## config.mk

```make
export PLATFORM = sky130hd
export DESIGN_NAME = ifid_latch
export DESIGN_NICKNAME = d
export VERILOG_FILES = /design/src/rtl/ifid_latch.sv
export SDC_FILE = /design/constraint.sdc
export NUM_CORES = 1
export LEC_CHECK = 0
export ABC_AREA = 1
export BUFFER_PORTS_ARGS = -buffer_cell sky130_fd_sc_hd__buf_2
export CORE_ASPECT_RATIO = 1.25
export CORE_MARGIN = 5
export CORE_UTILIZATION = 30
export CTS_BUF_LIST = sky130_fd_sc_hd__clkbuf_8
export DETAILED_ROUTE_END_ITERATION = 8
export GPL_TIMING_DRIVEN = 0
export PLACE_DENSITY = 0.57
export SKIP_CTS_REPAIR_TIMING = 1
export SYNTH_ARGS = -nofsm -noshare
export SYNTH_HDL_FRONTEND = slang
export SYNTH_SLANG_ARGS = --single-unit
```

## constraint.sdc

```tcl
create_clock -name CLK -period 1.6 [get_ports CLK]
set_input_delay 0.32 -clock CLK [delete_from_list [all_inputs] [get_ports CLK]]
set_output_delay 0.32 -clock CLK [all_outputs]
set_load 0.02 [all_outputs]
```

## src/rtl/ifid_latch.sv

```systemverilog
// IF/ID pipeline latch: holds the fetched instruction and its PC+4 for decode,
// with hold (IDdopause), squash (flush), bubble insertion and halt capture.
// Optional stall/flush event counters are built when IFID_PERF_EN is defined.
module ifid_latch #(
    parameter logic [31:0] NOP_WORD = 32'h0000_0000,
    parameter logic [5:0]  HALT_OP  = 6'h3F
) (
    input  logic        CLK,
    input  logic        nRST,
    input  logic        ihit,
    input  logic [31:0] imemload,
    input  logic [31:0] pc_plus4,
    input  logic        IDdopause,
    input  logic        flush,
    output logic [31:0] instr_out,
    output logic [31:0] npc_out,
    output logic        valid_out,
    output logic [4:0]  rs_out,
    output logic [4:0]  rt_out,
    output logic        halted
`ifdef IFID_PERF_EN
    ,
    output logic [31:0] stall_cnt,
    output logic [31:0] flush_cnt
`endif
);

    typedef enum logic [1:0] {
        StEmpty,
        StValid,
        StHalted
    } state_e;

    state_e      state_q;
    logic [31:0] instr_q;
    logic [31:0] npc_q;

    // A halt only retires once it has actually been presented to decode.
    logic halt_pending;
    assign halt_pending = (state_q == StValid) && (instr_q[31:26] == HALT_OP);

    // Latch state and contents; priority is halted > flush > hold > halt retire > fetch > bubble.
    always_ff @(posedge CLK or negedge nRST) begin
        if (!nRST) begin
            state_q <= StEmpty;
            instr_q <= NOP_WORD;
            npc_q   <= 32'h0000_0000;
        end else if (state_q != StHalted) begin
            if (flush) begin
                state_q <= StEmpty;
                instr_q <= NOP_WORD;
                npc_q   <= 32'h0000_0000;
            end else if (!IDdopause) begin
                if (halt_pending) begin
                    // npc_q keeps the halt's PC+4 for debug visibility.
                    state_q <= StHalted;
                    instr_q <= NOP_WORD;
                end else if (ihit) begin
                    state_q <= StValid;
                    instr_q <= imemload;
                    npc_q   <= pc_plus4;
                end else begin
                    state_q <= StEmpty;
                    instr_q <= NOP_WORD;
                end
            end
        end
    end

    // Outputs decode registered state only; no input reaches an output combinationally.
    always_comb begin
        instr_out = instr_q;
        npc_out   = npc_q;
        valid_out = (state_q == StValid);
        halted    = (state_q == StHalted);
        rs_out    = valid_out ? instr_q[25:21] : 5'd0;
        rt_out    = valid_out ? instr_q[20:16] : 5'd0;
    end

`ifdef IFID_PERF_EN
    logic [31:0] stall_cnt_q;
    logic [31:0] flush_cnt_q;

    // Saturating event counters; frozen once halted.
    always_ff @(posedge CLK or negedge nRST) begin
        if (!nRST) begin
            stall_cnt_q <= 32'h0000_0000;
            flush_cnt_q <= 32'h0000_0000;
        end else if (state_q != StHalted) begin
            if (IDdopause && (stall_cnt_q != 32'hFFFF_FFFF)) begin
                stall_cnt_q <= stall_cnt_q + 32'd1;
            end
            if (flush && (flush_cnt_q != 32'hFFFF_FFFF)) begin
                flush_cnt_q <= flush_cnt_q + 32'd1;
            end
        end
    end

    assign stall_cnt = stall_cnt_q;
    assign flush_cnt = flush_cnt_q;
`endif

endmodule

```

# Word-level counts from Yosys, hierarchy flattened
# Index checks and enable logic that the tools add are counted.
word_totals:
  reg_bits: 66
  latch_bits: 0
  mem_bits_rw: 0
  romBits: 0
  in_bits: 69
  out_inout_bits: 76
  elab_cells: 27
  mem_count: 0
op_classes:
  add_sub_neg: 0
  mul: 0
  div: 0
  magnitude_cmp: 0
  eq_ne: 6
  shift: 0
  n_mux: 14
  bitwise: 0
  reduce_logical: 4
ops:
  columns: ["cell", "count"]
  rows:
  - ["$mux W32", 8]
  - ["$mux W5", 2]
  - ["$eq A6 B6 Y1 const B", 1]
  - ["$mux W2", 3]
  - ["$ne A2 B2 Y1 const B", 2]
  - ["$reduce_and A4 Y1", 1]
  - ["$eq A2 B1 Y1 const B", 1]
  - ["$eq A2 B2 Y1 const B", 1]
  - ["$ne A2 B1 Y1 const B", 1]
  - ["$reduce_and A2 Y1", 1]
  - ["$reduce_bool A2 Y1", 1]
  - ["$logic_and A1 B1 Y1", 1]
  - ["$mux W1", 1]

# Logic depth before layout (Yosys ltp)
# Gate-level depths: netlist of run 1.
depth:
  depth_word: 5
  mapped_depth: 8
  mapped_depth_nobuf: 7

# Worst setup path before layout of run 1
# Ideal clock, no wire load.
synth_timing:
  kind: "register to output"
  from: "register state_q[1]"
  to: "output port rs_out[0]"
  arrival_time_ps: 1231
  required_ps: 1280
  slack_ps: 49
  stages_incl_launch_ff: 4
  n_path_buf: 0
  cell_sequence: "dfrtp_1 > nor2_4 > clkinv_1 > nor2_1"
synth_between:
  elab_chain_len: 2
synth_rtl:
  columns: ["item", "line_no", "text"]
  rows:
  - ["start: declaration", "34", "state_e state_q;"]
  - ["start signal: assignment", "45", "state_q <= StEmpty;"]
  - ["start signal: assignment", "50", "state_q <= StEmpty;"]
  - ["start signal: assignment", "56", "state_q <= StHalted;"]
  - ["$eq A2 B1 Y1", "74", "valid_out = (state_q == StValid);"]
  - ["named net valid_out", "17", "output logic valid_out,"]
  - ["$mux W5", "76", "rs_out = valid_out ? instr_q[25:21] : 5'd0;"]
  - ["end: declaration", "18", "output logic [4:0] rs_out,"]
# The timed path passes the listed nets, and every way through them passes these cells.

# Worst setup path after layout of run 1
layout_timing:
  from: "register state_q[1]"
  to: "output port rt_out[0]"
layout_between:
  elab_chain_len: 2
layout_rtl:
  columns: ["item", "line_no", "text"]
  rows:
  - ["$eq A2 B1 Y1", "74", null]
  - ["$mux W5", "77", "rt_out = valid_out ? instr_q[20:16] : 5'd0;"]
  - ["end: declaration", "19", "output logic [4:0] rt_out,"]
# Every way passes these cells.

==> metrics.md, run 1 <==
| Metric | Value |
|---|---|
| Final WS setup | -263 ps |
| Mean Syn Cell Area | 9.51 µm² |
| Final wirelength | 8480 µm |
| DR DRC count | 0 |
| Crit path cell chain | nor2_4, clkinvlp_4, nor2_2, buf_6 |
| Relative slew margins | 43.9% |
| Share of cells above drive strength 1 | 48.7% |
| Die height | 121 µm |
| Buf/Inv on CP | 2 |
| FF-to-FF Start | state_q[1] |
| H-tree levels | 3 |
| CP Launch Type | flop |
| PwrDens | 968 mW/mm² |
| Syn. warnings | 0 |
| Worst-path maximum fanout | 5 |
| DIE AREA | 0.0120 mm² |
| CP startpoint | state_q[1] |
| Grt ovf | 0 |
| Sum Neg Setup Slack | -2440 ps |
| CP peak stage delay | 430 ps |
| Peak supply drop | 396 µV |
| CTS buffer count | 9 |
| Vias after detailed routing | 2683 |
| Vias in the first global route | 2632 |
| DPL Wire Length | 6210 µm |
| Area occupied by multi-input gates | 0.00105 mm² |
| Synth Register Bits | 66 |
| Sequential share of the synthesized area | 55.5% |
| CTS tree | built |
| Hold Fails Final Rpt | 0 |
| Register area | 0.00165 mm² |
| Dpl cells | 582 |
| Violated checks | setup timing |
| Clk_lat worst skew | 340 ps |
| Largest net degree at the start of global routing | 67 |
| Outcome | complete, but fails checks |
| Ant diodes | 0 |
| CP endpoint kind | output pin |
| Fillers | 1002 |
| Initial drt markers | 86 |
| Leak pwr | 0.00235 µW |
| Largest area contributor in the netlist | dfrtp_1 |
| Post-synth cell types | 24 |
| Final Cycle Share | 116% |
| Via/cell ratio | 4.46 |
| Num rows | 40 |
| NumNets Final | 540 |
| Worst EP arrival | 1540 ps |
| First-pass GRT wire length | 13300 µm |
| CTS root buf | clkbuf_8 |
| CP required | 1280 ps |
| Core ar. | 0.00966 mm² |
| Post-Synthesis Cells | 313 |
| GP Congestion | 0.793 |
| Setup Viol. Count Final | 11 |
| Tightest Pin Transition | 841 ps |
| Main area contributors after synthesis | dfrtp_1, nand2_1, nand4_1, o21ai_2, inv_1 |
| Worst Clk Skew | 10.7 ps |
| Clock-pin slew on the worst setup and hold paths | 80 ps |
| Synth top area share | 55.5% |
| Slew Limit Fails | 0 |
| Clock Path Buffers | 2 |
| Hold Crit Class | in -> async |
| Initial Util | 30.8% |
| Cell Area, Synth | 0.00298 mm² |
| Final Util | 43.3% |
| 1st-pass router iterations | 6 |
| Port Buffer Count | 143 |
| Total Routing Usage GR | 14.0% |
| # IOs | 145 |
| Antenna-violating nets left | 0 |
| Min Tclk post-route | 1860 ps |
| Die X | 99.1 µm |
| Clk sinks | 66 |
| CP delay by family, top | flip-flops |
| RSZ-0062 raised after global routing | yes |
| Post-DR wirelength/cell | 14.1 µm |
| Initial antenna violation count | 0 |
| Max Cap Violations | 0 |
| Slowest CP cell | dfrtp_1 |
| Post-Layout Cell Count | 602 |
| Post-Syn Nets | 382 |
| Fmax | 537 MHz |
| Setup CP Type | reg -> out |
| Area grow syn2layout | 40.4% |
## through the flow
stage / hold slack (ps) / setup slack [ps] / instance area, µm² / total power, µW
after floorplan: 24.4 / 48.7 / 2980 / 2220
after global placement: 450 / -150 / 3850 / 2510
after detailed placement: 457 / -59.1 / 3850 / 2520
after CTS: 105 / -450 / 4070 / 4090
after global routing: 140 / -359 / 4180 / 4260
final: 77.7 / -263 / 4180 / 4040
## cell usage in the layout (no fill, tap or decap), types with 2 or more instances in the layout
master	instances
buf_12	2
buf_2	142
buf_4	11
buf_6	8
bufinv_16	2
clkbuf_1	3
clkbuf_8	9
clkinv_2	2
clkinvlp_4	4
dfrtp_1	66
inv_1	34
inv_2	3
nand2_1	80
nand2_2	12
nand3_4	3
nand4_1	42
nor2_1	2
nor2_2	8
nor2_4	2
o21ai_0	7
o21ai_1	8
o21ai_2	19
## sequential cells by signal (all words and copies together) (netlist names)
register and count:
instr_out 32, state_q 2, npc_out 32
## worst register-to-register path, delay by kind of cell (launching register included)
kind	cells	cell delay, ps
DFF	1	430
and+or+nand+nor	5	640
buffers and inverters	2	320
## kinds of logic after synthesis
family / after synthesis / synth area share [%]
AND/OR/NAND/NOR: 153 / 26.6
flip-flops: 66 / 55.5
buffers and inverters: 60 / 9.80
AO/OA/AOI/OAI: 34 / 8.12
## power breakdown
| group | total [µW] | internal (µW) | switching [µW] | leakage, µW |
|---|---|---|---|---|
| registers | 1820 | 1770 | 55.8 | 0.000884 |
| clock network | 1540 | 874 | 667 | 0.000105 |
| logic | 680 | 250 | 430 | 0.00136 |
| total | 4040 | 2890 | 1150 | 0.00235 |
## synthesized netlist by cell type
library cell,number
buf_1,1
clkinv_1,1
inv_4,1
nand4_1,42
buf_12,1
o21ai_2,19
inv_1,34
buf_2,11
buf_6,4
nand2_2,12
nand2_1,80
nor2_4,2
buf_4,1
inv_2,3
or2_1,1
o21ai_1,8
nand3_2,1
nand2_4,1
nand3_4,3
clkbuf_1,3
dfrtp_1,66
nor2_1,10
o21ai_0,7
nand4_2,1
## worst paths after layout
path / to / slack (ps) / cells past startpoint
worst max register to register: npc_out[19] / 160 / 7
worst max-delay path: rt_out[0] / -260 / 4
max in group asynchronous: instr_out[31] / 970 / 1
worst min-delay path: instr_out[22] / 80 / 1
min in group CLK: instr_out[2] / 210 / 3
worst min register to register: npc_out[28] / 470 / 2
## layer usage
| layer | global-route usage (%) | vias up | wire length (µm) |
|---|---|---|---|
| li1 | - | 1334 | - |
| met1 | 17.6 | 1256 | 3590 |
| met2 | 22.6 | 87 | 4170 |
| met3 | 4.83 | 6 | 641 |
| met4 | 4.36 | 0 | 85 |
| met5 | 0 | - | 0 |
## final cells by class
| type | count | share of cell area (%) |
|---|---|---|
| Clock inverter | 7 | 2.25 |
| Inverter | 39 | 3.65 |
| Timing Repair Buffer | 146 | 19.0 |
| Tap cell | 126 | 3.77 |
| Multi-Input combinational cell | 187 | 25.2 |
| Clock buffer | 9 | 2.96 |
| Timing Repair inverter | 1 | 0.180 |
| Buffer | 21 | 3.41 |
| Sequential cell | 66 | 39.5 |
Power figures use the tool's default switching activity.
==> run 2, diff against run 1 <==
- CORE_UTILIZATION: 30 -> 48
- PLACE_DENSITY: 0.57 -> 0.84
==> metrics.md, run 2 (synthesis gave the netlist of run 1 again) <==
| Metric | Value |
|---|---|
| Outcome | complete, but fails checks |
| Violated checks | setup timing |
| Commonest non-fill, non-tap cell in the layout | buf_2 |
| PwrDens | 1010 mW/mm² (+4.8%) |
| DPL Wire Length | 5800 µm (-6.7%) |
| First-pass GRT wire length | 12600 µm (-4.9%) |
| # IOs | 145 (unchanged) |
| Crit path cell chain | nor2_4, clkinvlp_4, nor2_2, buf_6 |
| CTS root buf | clkbuf_8 |
| CP delay by family, top | flip-flops |
| Initial Util | 48.9% (+18 points) |
| Relative slew margins | 45.4% (+1.4 points) |
| Die height | 98.0 µm (-19%) |
| Clock Path Buffers | 2 (unchanged) |
| Peak supply drop | 670 µV (+69%) |
| Post-Layout Cell Count | 561 (-6.8%) |
| Max Cap Violations | 0 (unchanged) |
| Sum Neg Setup Slack | -1380 ps (+1060 ps) |
| Initial drt markers | 137 (+59%) |
| Global routing usage on met3 | 3.69% (-1.1 points) |
| Hold Crit Class | in -> async |
| CP endpoint kind | output pin |
| Die X | 80.4 µm (-19%) |
| DR DRC count | 0 (unchanged) |
| GP Congestion | 0.748 (-5.8%) |
| Port Buffer Count | 143 (unchanged) |
| Final WS setup | -163 ps (+100 ps) |
| Total Routing Usage GR | 20.2% (+6.1 points) |
| NumNets Final | 540 (unchanged) |
| Antenna-violating nets left | 0 (unchanged) |
| Share of cells above drive strength 1 | 47.9% (-0.84 points) |
| Post-DR wirelength/cell | 14.2 µm (+0.44%) |
| Hold Fails Final Rpt | 0 (unchanged) |
| Area grow syn2layout | 39.6% |
| Met2 usage | 34.8% (+12 points) |
| Worst Clk Skew | 8.51 ps (-2.22 ps) |
| CTS buffer count | 9 (unchanged) |
| Slowest CP cell | dfrtp_1 |
| Commonest non-fill, non-tap cells in the layout | buf_2, nand2_1, dfrtp_1 |
| Final Cycle Share | 110% (-6.3 points) |
| Worst EP arrival | 1440 ps (-100 ps) |
| H-tree levels | 3 (unchanged) |
| RSZ-0062 raised after global routing | yes |
| Via/cell ratio | 4.96 (+11%) |
| Min Tclk post-route | 1760 ps (-100 ps) |
| Final wirelength | 7940 µm (-6.4%) |
| 1st-pass router iterations | 4 (-2) |
| Setup CP Type | reg -> out |
| Clk_lat worst skew | 330 ps (about the same) |
| Buf/Inv on CP | 2 (unchanged) |
| CP required | 1280 ps (about the same) |
| CTS tree | built |
| Pre-CTS setup slack | -30.3 ps (+28.8 ps) |
| Placed Area | 0.00380 mm² (-1.3%) |
| Ant diodes | 0 (unchanged) |
| Clock-pin slew on the worst setup and hold paths | 70 ps (about the same) |
| Leak pwr | 0.00237 µW (+1.0%) |
| Largest net degree at the start of global routing | 67 (unchanged) |
| Vias in the first global route | 2753 (+4.6%) |
| Clk sinks | 66 (unchanged) |
| Worst-path maximum fanout | 5 (unchanged) |
| Initial antenna violation count | 0 (unchanged) |
| Dpl cells | 541 (-7.0%) |
| Grt ovf | 0 (unchanged) |
| Fmax | 567 MHz (+5.7%) |
| Num rows | 32 (-20%) |
| Fin area | 0.00415 mm² (-0.60%) |
| DIE AREA | 0.00788 mm² (-34%) |
| Grt met1 use | 24.7% (+7.1 points) |
| PnR Total Power | 4210 µW (+4.1%) |
| GR peak layer | met2 |
| Setup Viol. Count Final | 10 (-1) |
| Tightest Pin Transition | 820 ps (-21.6 ps) |
| Slew Limit Fails | 0 (unchanged) |
| CP Launch Type | flop |
| Core ar. | 0.00609 mm² (-37%) |
| CP peak stage delay | 430 ps (about the same) |
| Vias after detailed routing | 2784 (+3.8%) |
run 2: power breakdown:
part | switching, µW | total, µW | internal, µW | leakage (µW)
logic | 426 | 676 | 250 | 0.00136
clock network | 628 | 1710 | 1080 | 0.000127
registers | 56.2 | 1820 | 1770 | 0.000884
total | 1110 | 4210 | 3100 | 0.00237
run 2: cell type report:
class                      instances  area, µm²
buffer                            21        143
clock buffer                      10        138
clock inverter                     6        113
fill                             525       1930
inverter                          39        153
multi-input combinational        187       1040
sequential                        66       1650
tap                               85        106
timing repair buffer             146        800
timing repair inverter             1       7.51
run 2: per-stage QoR:
| stage | utilization (%) | hold WS [ps] |
|---|---|---|
| after detailed placement | 62.4 | 454 |
| after CTS | 66.6 | 102 |
| final | 68.2 | 84.5 |
| after floorplan | - | 24.4 |
| after global routing | 68.2 | 158 |
| after global placement | 62.4 | 450 |
run 2: path summary, 6_finish.rpt:
kind	from	endpoint	slack (ps)	depth (start not counted)
max in group asynchronous	nRST	state_q[0]	980	1
min	nRST	npc_out[14]	80	1
max reg2reg	state_q[1]	instr_out[19]	140	7
min in group CLK	imemload[2]	instr_out[2]	220	3
min reg2reg	npc_out[24]	npc_out[24]	470	2
max	state_q[1]	rs_out[4]	-160	4
run 2: layer usage:
layer | up-vias | routed length (µm)
li1 | 1340 | -
met1 | 1321 | 3090
met2 | 108 | 4120
met3 | 15 | 589
met4 | 0 | 144
met5 | - | 0
==> run 3, diff against run 2 <==
--- a/config.mk
+++ b/config.mk
@@ -15,5 +15,4 @@
 export GPL_TIMING_DRIVEN = 0
 export PLACE_DENSITY = 0.84
-export SKIP_CTS_REPAIR_TIMING = 1
 export SYNTH_ARGS = -nofsm -noshare
 export SYNTH_HDL_FRONTEND = slang
==> constraint.sdc (replaced) <==
create_clock -name CLK -period 1.6 [get_ports CLK]
set_input_delay 0 -clock CLK [delete_from_list [all_inputs] [get_ports CLK]]
set_output_delay 0 -clock CLK [all_outputs]
set_load 0.02 [all_outputs]
==> metrics.md, run 3 (synthesis gave the netlist of run 1 again) <==
| Metric | Value |
|---|---|
| Commonest non-fill, non-tap cell in the layout | buf_2 |
| Tightest Pin Transition | 821 ps (+0.879 ps) |
| Global routing usage on met3 | 4.89% (+1.2 points) |
| Commonest non-fill, non-tap cells in the layout | buf_2, nand2_1, dfrtp_1 |
| Via/cell ratio | 4.97 (+0.17%) |
| Largest net degree at the start of global routing | 67 (unchanged) |
| Setup Viol. Count Final | 0 (-10) |
| Ant diodes | 0 (unchanged) |
| Pre-CTS setup slack | 290 ps (+320 ps) |
| Core ar. | 0.00609 mm² (unchanged) |
| 1st-pass router iterations | 4 (unchanged) |
| Clk_lat worst skew | 330 ps (about the same) |
| DIE AREA | 0.00788 mm² (unchanged) |
| CTS root buf | clkbuf_8 |
| Die X | 80.4 µm (unchanged) |
| Relative slew margins | 45.3% (-0.059 points) |
| Vias in the first global route | 3264 (+19%) |
| Worst Clk Skew | 10.1 ps (+1.62 ps) |
| Hold Crit Class | in -> reg |
| R2R cell count | 5 (-2) |
| First-pass GRT wire length | 15200 µm (+20%) |
| Initial antenna violation count | 0 (unchanged) |
| DPL Wire Length | 5800 µm (unchanged) |
| GP Congestion | 0.748 (unchanged) |
| CP peak stage delay | 430 ps (about the same) |
| Fillers | 404 (-23%) |
| RSZ-0062 raised after global routing | no |
| Worst-path maximum fanout | 10 (+5) |
| Final Cycle Share | 86.5% (-24 points) |
| Setup slack, reg-to-reg | 270 ps (+130 ps) |
| Cell count along the critical path | 4 (unchanged) |
| Max Cap Violations | 0 (unchanged) |
| Slowest CP cell | dfrtp_1 |
| Leak pwr | 0.00263 µW (+11%) |
| CP Launch Type | flop |
| Met2 usage | 43.8% (+9.0 points) |
| NumNets Final | 601 (+11%) |
| Postcts setup bufs | 0 |
| Min-Delay Path Depth | 4 |
| Clk sinks | 66 (unchanged) |
| Share of cells above drive strength 1 | 41.0% (-6.9 points) |
| CP delay by family, top | flip-flops |
| Antenna-violating nets left | 0 (unchanged) |
| DR DRC count | 0 (unchanged) |
| Buf/Inv on CP | 2 (unchanged) |
| Setup CP Type | reg -> out |
| Sum Neg Setup Slack | 0 ps (+1380 ps) |
| Worst EP arrival | 1380 ps (-60 ps) |
| Final wirelength | 9490 µm (+19%) |
| # IOs | 145 (unchanged) |
| Initial drt markers | 205 (+50%) |
| Vias after detailed routing | 3092 (+11%) |
| Final WS setup | 216 ps (+379 ps) |
| Hold Fails Final Rpt | 0 (unchanged) |
| Total Routing Usage GR | 24.5% (+4.4 points) |
| CP endpoint kind | output pin |
| Grt ovf | 0 (unchanged) |
| Outcome | finished, final reports clean |
| Clock Path Buffers | 2 (unchanged) |
| Peak supply drop | 674 µV (+0.55%) |
| Fmax | 722 MHz (+27%) |
| Crit path cell chain | nor2_4, inv_4, nor2_1, buf_2 |
| H-tree levels | 3 (unchanged) |
| FF-to-FF Start | state_q[1] |
| Post-DR wirelength/cell | 15.3 µm (+7.8%) |
| CTS buffer count | 9 (unchanged) |
| Final Util | 77.3% (+9.0 points) |
| Reg2reg end | npc_out[28] |
| Num rows | 32 (unchanged) |
| Clock-pin slew on the worst setup and hold paths | 70 ps (about the same) |
| Initial Util | 48.9% (unchanged) |
| Grt met1 use | 27.1% (+2.4 points) |
| GR peak layer | met2 |
| Area grow syn2layout | 58.1% |
| Slew Limit Fails | 0 (unchanged) |
| Hold path startpoint | flush |
| Min Tclk post-route | 1380 ps (-379 ps) |
| Hold Path End | state_q[1] |
| Port Buffer Count | 143 (unchanged) |
| Die height | 98.0 µm (unchanged) |
| CP required | 1600 ps (+320 ps) |
| PwrDens | 921 mW/mm² (-9.2%) |
| CTS tree | built |
[run 3: power breakdown]
group          switching, µW  internal [µW]
logic                    457            335
registers               62.2           1770
clock network            626           1080
[run 3: per-layer routing]
layer  up-vias  routed length [µm]
met5         -                   0
met2       156                4970
li1       1457                   -
met1      1446                3520
met3        33                 663
met4         0                 331
[run 3: timing repair]
action                     in CTS  in global routing
gates resized for setup         1                  1
gates cloned                    0                  0
setup endpoints to repair      10                  2
hold buffers                   65                  0
hold endpoints to repair      130                  0
[run 3: how the worst max path moves through the flow]
stage	slack [ps]	to	start
finish	220	rs_out[4]	state_q[1]
floorplan	330	instr_out[20]	instr_out[28]
global route	120	rs_out[4]	state_q[1]
CTS	70	rs_out[0]	state_q[1]
detailed placement	290	rs_out[4]	state_q[1]
global placement	290	instr_out[12]	nRST
[run 3: worst min-delay path, cell delays in order]
cell,delay [ps]
buf_2,100
inv_2,50
nand4_2,120
o21ai_0,80
[run 3: through the flow]
stage                     cell area [µm²]  power [µW]  std cells  hold WS [ps]
final                                4700        4330        622          76.6
after CTS                            4700        4350        622          58.4
after detailed placement             3800        2510        541           154
after global routing                 4700        4520        622          84.3
after global placement               3800        2490        541           247
after floorplan                      2980        2220        313          -296
[run 3: final cells by class]
cell class | count | area [µm²] | share of cell area [%]
buffer | 21 | 143 | 3.03
clock buffer | 10 | 138 | 2.93
clock inverter | 6 | 113 | 2.39
inverter | 39 | 151 | 3.22
multi-input combinational | 187 | 1030 | 21.9
sequential | 66 | 1650 | 35.1
tap | 85 | 106 | 2.26
timing repair buffer | 208 | 1370 | 29.1
